`src/rtl/dc_fifo_pkg.sv`:
```
// Shared types and constants for the dual-clock FIFO read-side stream adapter.
package dc_fifo_pkg;

  localparam int DEF_DATA_WIDTH = 32;
  localparam int RD_BUF_DEPTH   = 2;

  typedef enum logic [1:0] {
    ST_IDLE,
    ST_FRAME,
    ST_DISCARD
  } rd_state_e;

  typedef struct packed {
    logic                      last;
    logic [DEF_DATA_WIDTH-1:0] payload;
  } fifo_word_t;

endpackage

```
`src/rtl/dc_fifo_rd_buf.sv`:
```
// Two-entry output skid buffer with an AXI-Stream style head; no frame awareness.
// Handshake: a beat transfers when m_tvalid_o && m_tready_i; valid never drops without ready.
module dc_fifo_rd_buf
  import dc_fifo_pkg::*;
#(
  parameter int DATA_WIDTH = 32
) (
  input  logic                  clk_i,
  input  logic                  rst_ni,
  input  logic                  push_i,
  input  logic [DATA_WIDTH:0]   push_data_i,
  input  logic                  m_tready_i,
  output logic [DATA_WIDTH-1:0] m_tdata_o,
  output logic                  m_tlast_o,
  output logic                  m_tvalid_o,
  output logic                  pop_o,
  output logic [1:0]            count_o
);

  logic [DATA_WIDTH:0] slot0_q, slot0_d;
  logic [DATA_WIDTH:0] slot1_q, slot1_d;
  logic [1:0]          count_q, count_d;
  logic                pop;

  assign pop = (count_q != 2'd0) && m_tready_i;

  // slot0 is always the head; slot1 only ever holds the younger word.
  always_comb begin
    slot0_d = slot0_q;
    slot1_d = slot1_q;
    count_d = count_q;
    case ({push_i, pop})
      2'b10: begin
        if (count_q == 2'd0) begin
          slot0_d = push_data_i;
          count_d = 2'd1;
        end else if (count_q == 2'd1) begin
          slot1_d = push_data_i;
          count_d = 2'd2;
        end
      end
      2'b01: begin
        slot0_d = slot1_q;
        count_d = count_q - 2'd1;
      end
      2'b11: begin
        if (count_q == 2'd1) begin
          slot0_d = push_data_i;
        end else begin
          slot0_d = slot1_q;
          slot1_d = push_data_i;
        end
      end
      default: ;
    endcase
  end

  always_ff @(posedge clk_i or negedge rst_ni) begin
    if (!rst_ni) begin
      slot0_q <= '0;
      slot1_q <= '0;
      count_q <= '0;
    end else begin
      slot0_q <= slot0_d;
      slot1_q <= slot1_d;
      count_q <= count_d;
    end
  end

  assign m_tvalid_o = (count_q != 2'd0);
  assign m_tlast_o  = slot0_q[DATA_WIDTH];
  assign m_tdata_o  = slot0_q[DATA_WIDTH-1:0];
  assign pop_o      = pop;
  assign count_o    = 2'(RD_BUF_DEPTH) - (2'(RD_BUF_DEPTH) - count_q);

endmodule

```
`src/rtl/dc_fifo_stream_reader.sv`:
```
// Drains a latency-1 FIFO read port into an AXI-Stream master, enforcing a maximum
// frame length and reporting per-frame beat counts and sticky protocol errors.
module dc_fifo_stream_reader
  import dc_fifo_pkg::*;
#(
  parameter int DATA_WIDTH = 32,
  parameter int MAX_BEATS  = 384,
  parameter int LEN_WIDTH  = $clog2(MAX_BEATS + 1)
) (
  input  logic                  rd_clk,
  input  logic                  rd_rst_n,
  output logic                  fifo_rd_en,
  input  logic [DATA_WIDTH:0]   fifo_rd_data,
  input  logic                  fifo_rd_empty,
  input  logic                  fifo_rd_valid,
  input  logic                  fifo_rd_rst_busy,
  output logic [DATA_WIDTH-1:0] m_axis_tdata,
  output logic                  m_axis_tvalid,
  input  logic                  m_axis_tready,
  output logic                  m_axis_tlast,
  output logic [LEN_WIDTH-1:0]  frame_len,
  output logic                  frame_len_valid,
  output logic                  err_oversize,
  output logic                  err_unexpected,
  input  logic                  err_clr
);

  rd_state_e            state_q, state_d;
  logic [1:0]           inflight_q, inflight_d;
  logic [LEN_WIDTH-1:0] in_cnt_q, in_cnt_d;
  logic [LEN_WIDTH-1:0] out_cnt_q, out_cnt_d;
  logic [LEN_WIDTH-1:0] frame_len_q, frame_len_d;
  logic                 err_ovs_q, err_ovs_d;
  logic                 err_unexp_q, err_unexp_d;
  logic                 en_q;

  logic       accept, word_last, push, push_last, ovs_set, pop, frame_done;
  logic [1:0] buf_count;
  logic [2:0] occupancy;

  assign accept    = fifo_rd_valid && (inflight_q != 2'd0);
  assign word_last = fifo_rd_data[DATA_WIDTH];

  // Credit: buffered + in-flight words after this cycle's pop must stay below two.
  // en_q keeps the request low while reset is asserted and for one cycle after.
  assign occupancy  = 3'(buf_count) + 3'(inflight_q) - 3'(pop);
  assign fifo_rd_en = en_q && !fifo_rd_empty && !fifo_rd_rst_busy && (occupancy < 3'd2);
  assign inflight_d = inflight_q + 2'(fifo_rd_en) - 2'(accept);

  always_comb begin
    state_d   = state_q;
    in_cnt_d  = in_cnt_q;
    push      = 1'b0;
    push_last = word_last;
    ovs_set   = 1'b0;
    if (accept) begin
      case (state_q)
        ST_IDLE: begin
          push = 1'b1;
          if (word_last) begin
            in_cnt_d = '0;
          end else begin
            in_cnt_d = LEN_WIDTH'(1);
            state_d  = ST_FRAME;
          end
        end
        ST_FRAME: begin
          push = 1'b1;
          if (word_last) begin
            in_cnt_d = '0;
            state_d  = ST_IDLE;
          end else if (in_cnt_q + LEN_WIDTH'(1) == LEN_WIDTH'(MAX_BEATS)) begin
            push_last = 1'b1;
            ovs_set   = 1'b1;
            in_cnt_d  = '0;
            state_d   = ST_DISCARD;
          end else begin
            in_cnt_d = in_cnt_q + LEN_WIDTH'(1);
          end
        end
        ST_DISCARD: begin
          if (word_last) state_d = ST_IDLE;
        end
        default: state_d = ST_IDLE;
      endcase
    end
  end

  dc_fifo_rd_buf #(
    .DATA_WIDTH(DATA_WIDTH)
  ) u_buf (
    .clk_i      (rd_clk),
    .rst_ni     (rd_rst_n),
    .push_i     (push),
    .push_data_i({push_last, fifo_rd_data[DATA_WIDTH-1:0]}),
    .m_tready_i (m_axis_tready),
    .m_tdata_o  (m_axis_tdata),
    .m_tlast_o  (m_axis_tlast),
    .m_tvalid_o (m_axis_tvalid),
    .pop_o      (pop),
    .count_o    (buf_count)
  );

  assign frame_done  = pop && m_axis_tlast;
  assign out_cnt_d   = frame_done ? '0 : (pop ? out_cnt_q + LEN_WIDTH'(1) : out_cnt_q);
  assign frame_len_d = frame_done ? out_cnt_q + LEN_WIDTH'(1) : frame_len_q;

  // A new error in the same cycle as a clear takes precedence.
  assign err_ovs_d   = ovs_set || (err_ovs_q && !err_clr);
  assign err_unexp_d = (fifo_rd_valid && (inflight_q == 2'd0)) || (err_unexp_q && !err_clr);

  always_ff @(posedge rd_clk or negedge rd_rst_n) begin
    if (!rd_rst_n) begin
      state_q     <= ST_IDLE;
      inflight_q  <= '0;
      in_cnt_q    <= '0;
      out_cnt_q   <= '0;
      frame_len_q <= '0;
      err_ovs_q   <= 1'b0;
      err_unexp_q <= 1'b0;
      en_q        <= 1'b0;
    end else begin
      state_q     <= state_d;
      inflight_q  <= inflight_d;
      in_cnt_q    <= in_cnt_d;
      out_cnt_q   <= out_cnt_d;
      frame_len_q <= frame_len_d;
      err_ovs_q   <= err_ovs_d;
      err_unexp_q <= err_unexp_d;
      en_q        <= 1'b1;
    end
  end

  assign frame_len       = frame_len_d;
  assign frame_len_valid = frame_done;
  assign err_oversize    = err_ovs_q;
  assign err_unexpected  = err_unexp_q;

endmodule

```
`config.mk`:
```
export PLATFORM = sky130hd
export DESIGN_NAME = dc_fifo_stream_reader
export DESIGN_NICKNAME = d
export VERILOG_FILES = /design/src/rtl/dc_fifo_pkg.sv /design/src/rtl/dc_fifo_rd_buf.sv /design/src/rtl/dc_fifo_stream_reader.sv
export SDC_FILE = /design/constraint.sdc
export NUM_CORES = 1
export LEC_CHECK = 0
export CAP_MARGIN = 20
export CORE_ASPECT_RATIO = 1.75
export CORE_UTILIZATION = 55
export CTS_BUF_LIST = sky130_fd_sc_hd__clkbuf_16
export CTS_CLUSTER_DIAMETER = 80
export DETAILED_ROUTE_END_ITERATION = 10
export DONT_BUFFER_PORTS = 1
export GPL_ROUTABILITY_DRIVEN = 0
export PLACE_DENSITY_LB_ADDON = 0.12
export SETUP_SLACK_MARGIN = 0.05
export SLEW_MARGIN = 20
export SYNTH_ARGS = -nofsm -noshare
export SYNTH_HDL_FRONTEND = slang
export SYNTH_SLANG_ARGS = --single-unit
```
`constraint.sdc`:
```
create_clock -name rd_clk -period 3.5 [get_ports rd_clk]
set_input_delay 0.875 -clock rd_clk [delete_from_list [all_inputs] [get_ports rd_clk]]
set_output_delay 0.875 -clock rd_clk [all_outputs]
set_load 0.05 [all_outputs]
```
==> flow_metrics.tcl <==
set metrics [dict create \
    vias_per_cell 6.11 \
    finalSetupViolCount 0 \
    cp-start-kind "flip-flop" \
    grt_first_pass_wirelength_um 19500 \
    cts_made_buffers 9 \
    worst_path_max_delay_cell "fa_1" \
    clk_pin_slew_ns 0.07 \
    powerDensity_nw_per_um2 1040 \
    synth_edf_count 0 \
    cp.required_ns 2.62 \
    first_iter_violations 335 \
    synth.avg_cell_area_um2 9.47 \
    hold_path.class "input port to async pin" \
    post-route-min-period_ns 3.43 \
    rows 46 \
    synth.distinct_cells 50 \
    cts-htree-levels 3 \
    busiest_layer "met2" \
    die_area_um2 9980 \
    cp_max_fo 3 \
    crit_path_end_kind "output pin" \
    netlist_instances 556 \
    cp_data_arrival_time_ns 2.55 \
    synth_async_sr_flop_share 1.00 \
    nFillCells 745 \
    core_area_um2 9150 \
    area_delta_synth_final_pct 11.8 \
    grt_max_degree 103 \
    overflow 0 \
    max-clock-path-buffers 2 \
    place_inst 658 \
    path_cells "inv_2 > ha_4 > nand2b_4 > inv_4 > ha_4 > nor2_4 > fa_1 > nand2b_4 > nor4_4 > buf_12" \
    grt_usage 0.244 \
    crit_type "flip-flop to output pin" \
    dp_worst_setup_slack_ns 0.205 \
    worstRegToRegCells 9 \
    setup_tns_ns 0 \
    wl_per_cell_um 17.3 \
    seq_area_frac_synth 0.485 \
    first_global_vias 4126 \
    total_leakage_power_nw 2.51 \
    final-hold-violation-count 0 \
    antenna_found_initial 0 \
    met3_usage 0.0660 \
    drtAntennaViolNets 0 \
    use_met1 0.280 \
    fin_cells 680 \
    clk_latency_ns 0.36 \
    synth_flop_cell "dfrtp_1" \
    grt_use_met2 0.430 \
    cts_tree "yes" \
    dr.pass1.iters 10 \
    antennaDiodeCount 0 \
    placed_cell_area_um2 5520 \
    clkSinkCount 102 \
    post-synth-top-area-cell "dfrtp_1" \
    die_w_um 76.0 \
    drive_above_1_share 0.177 \
    slew_violations 0 \
    num_vias 4155 \
    r2r_end "u_buf.slot1_q[31]" \
    synth_nets 608 \
    synth-seq-cells 102 \
    layout.nets 607 \
    synth.area.top_cells "dfrtp_1 (48%), mux2_2 (7.3%), nand2_1 (7.1%)" \
    rrSetupSlack_ns 0.42 \
    fin_crit_sh 0.980 \
    dp_hpwl_um 7580 \
    drt_wl_total_um 11800 \
    fin_area_um2 5890 \
    ys_warn_count 0 \
    die_h_um 131 \
    worstMarginPinSlew_ns 0.654 \
    fin_ws_ns 0.0704 \
    rsz0062_at_grt "yes" \
    port_buffers 0 \
    synth_top_area_share 0.485 \
    io_pins 87 \
    start_util 0.575 \
    r2r_start "inflight_q[1]" \
    finClkSkew_ns 0.00948 \
    syn_area_um2 5270 \
    drc 0 \
    status "finished clean" \
    slew_headroom 0.564 \
    max_stage_delay_ns 0.43 \
    maxCapViolCount 0 \
    fmax_ghz 0.292 \
    vdd.ir_drop.worst_uv 602 \
    cts-root-buf "clkbuf_16" \
]
## kinds of logic after synthesis
kind of cell,share of synthesized area
simple gates,0.148
compound gates,0.197
flops,0.485
buf+inv,0.0411
mux,0.0822
fa+ha+maj,0.0299
xor+xnor,0.0166
other cells,0.000712
## repair_timing
item,4_1_cts,5_1_grt
gates resized for setup,5,0
hold buffers,0,0
endpoints found under the hold margin,0,0
gates cloned,0,0
buffers inserted,0,6
endpoints found under the setup margin,10,5
pin swaps,4,1
## area by class of cell
type	instances	area (um2)	share of cell area
tap	120	150	0.0255
multi-input combinational	399	2590	0.440
clock buffer	9	225	0.0383
timing repair buffer	28	235	0.0400
sequential	102	2550	0.434
inverter	15	58.8	0.00999
clock inverter	7	75.1	0.0128
## layer usage
metal  share of wire  routed length [um]  vias up
li1                -                   -     1995
met1            0.40                4680     2017
met2            0.52                6130      128
met3           0.064                 749       15
met4           0.017                 194        0
met5               0                   0        -
## how the worst max path moves through the flow
stage                          start  cells after the start    endpoint
floorplan              m_axis_tready                     10  fifo_rd_en
global placement       m_axis_tready                      8  fifo_rd_en
detailed placement     m_axis_tready                      8  fifo_rd_en
CTS                 u_buf.count_q[0]                     10  fifo_rd_en
global route        u_buf.count_q[0]                     10  fifo_rd_en
finish              u_buf.count_q[0]                     10  fifo_rd_en
## flip-flops by register name, summed over array words and instances (netlist names), 2 cells and up
register / flops
u_buf.slot0_q: 33
u_buf.slot1_q: 33
frame_len_q: 9
in_cnt_q: 9
out_cnt_q: 9
inflight_q: 2
state_q: 2
u_buf.count_q: 2
## critical path, delay by kind of cell (launching register included)
| family | cells | cell delay (ns) |
|---|---|---|
| AND/OR/NAND/NOR | 4 | 0.67 |
| flip-flops | 1 | 0.41 |
| adder cells (fa/ha/maj) | 3 | 0.82 |
| buffers and inverters | 3 | 0.31 |
## report_power, final
part / leakage, nW / switching (mW) / internal, mW / total [mW]
clock: 0.145 / 0.493 / 0.509 / 1.00
combinational: 1.15 / 1.32 / 0.986 / 2.30
sequential: 1.21 / 1.11 / 1.70 / 2.81
total: 2.51 / 2.92 / 3.20 / 6.12
## layout by cell type, fill, tap and decap left out, types with 3 or more instances in the layout
cell type    n
clkbuf_16    9
inv_8        3
dfrtp_1    102
nor2_1      48
inv_1       12
nor3_1       5
o21ai_0     48
nand3_1      8
xor2_1       5
ha_1         8
a21oi_1     38
o31ai_1      4
mux2i_1      5
nand2b_1     3
a222oi_1    31
nor2b_1      5
o21ai_1      8
mux2_2      34
o211ai_1     4
nand2_1     98
buf_4       26
xnor2_1      5
## cell usage after synthesis (3+ instances only)
master      n
ha_1       11
buf_1       3
o211ai_1    4
a21oi_1    38
nor2_1     49
nand2b_1    5
xor2_1      5
xnor2_1     5
a222oi_1   31
buf_2       8
inv_1      15
nor2b_1     5
nand2_1    99
o31ai_1     4
dfrtp_1   102
o21ai_0    56
mux2i_1     5
clkbuf_1   29
nand3_1     8
nor3_1      5
mux2_2     34
## per-stage QoR
step / power [mW] / util / hold slack (ns)
detailed placement: 5.09 / 0.604 / 0.486
finish: 6.12 / 0.643 / 0.211
global placement: 4.97 / 0.604 / 0.479
CTS: 6.12 / 0.638 / 0.201
global route: 6.49 / 0.643 / 0.195
floorplan: 4.53 / - / 0.462
Power figures use the tool's default switching activity.
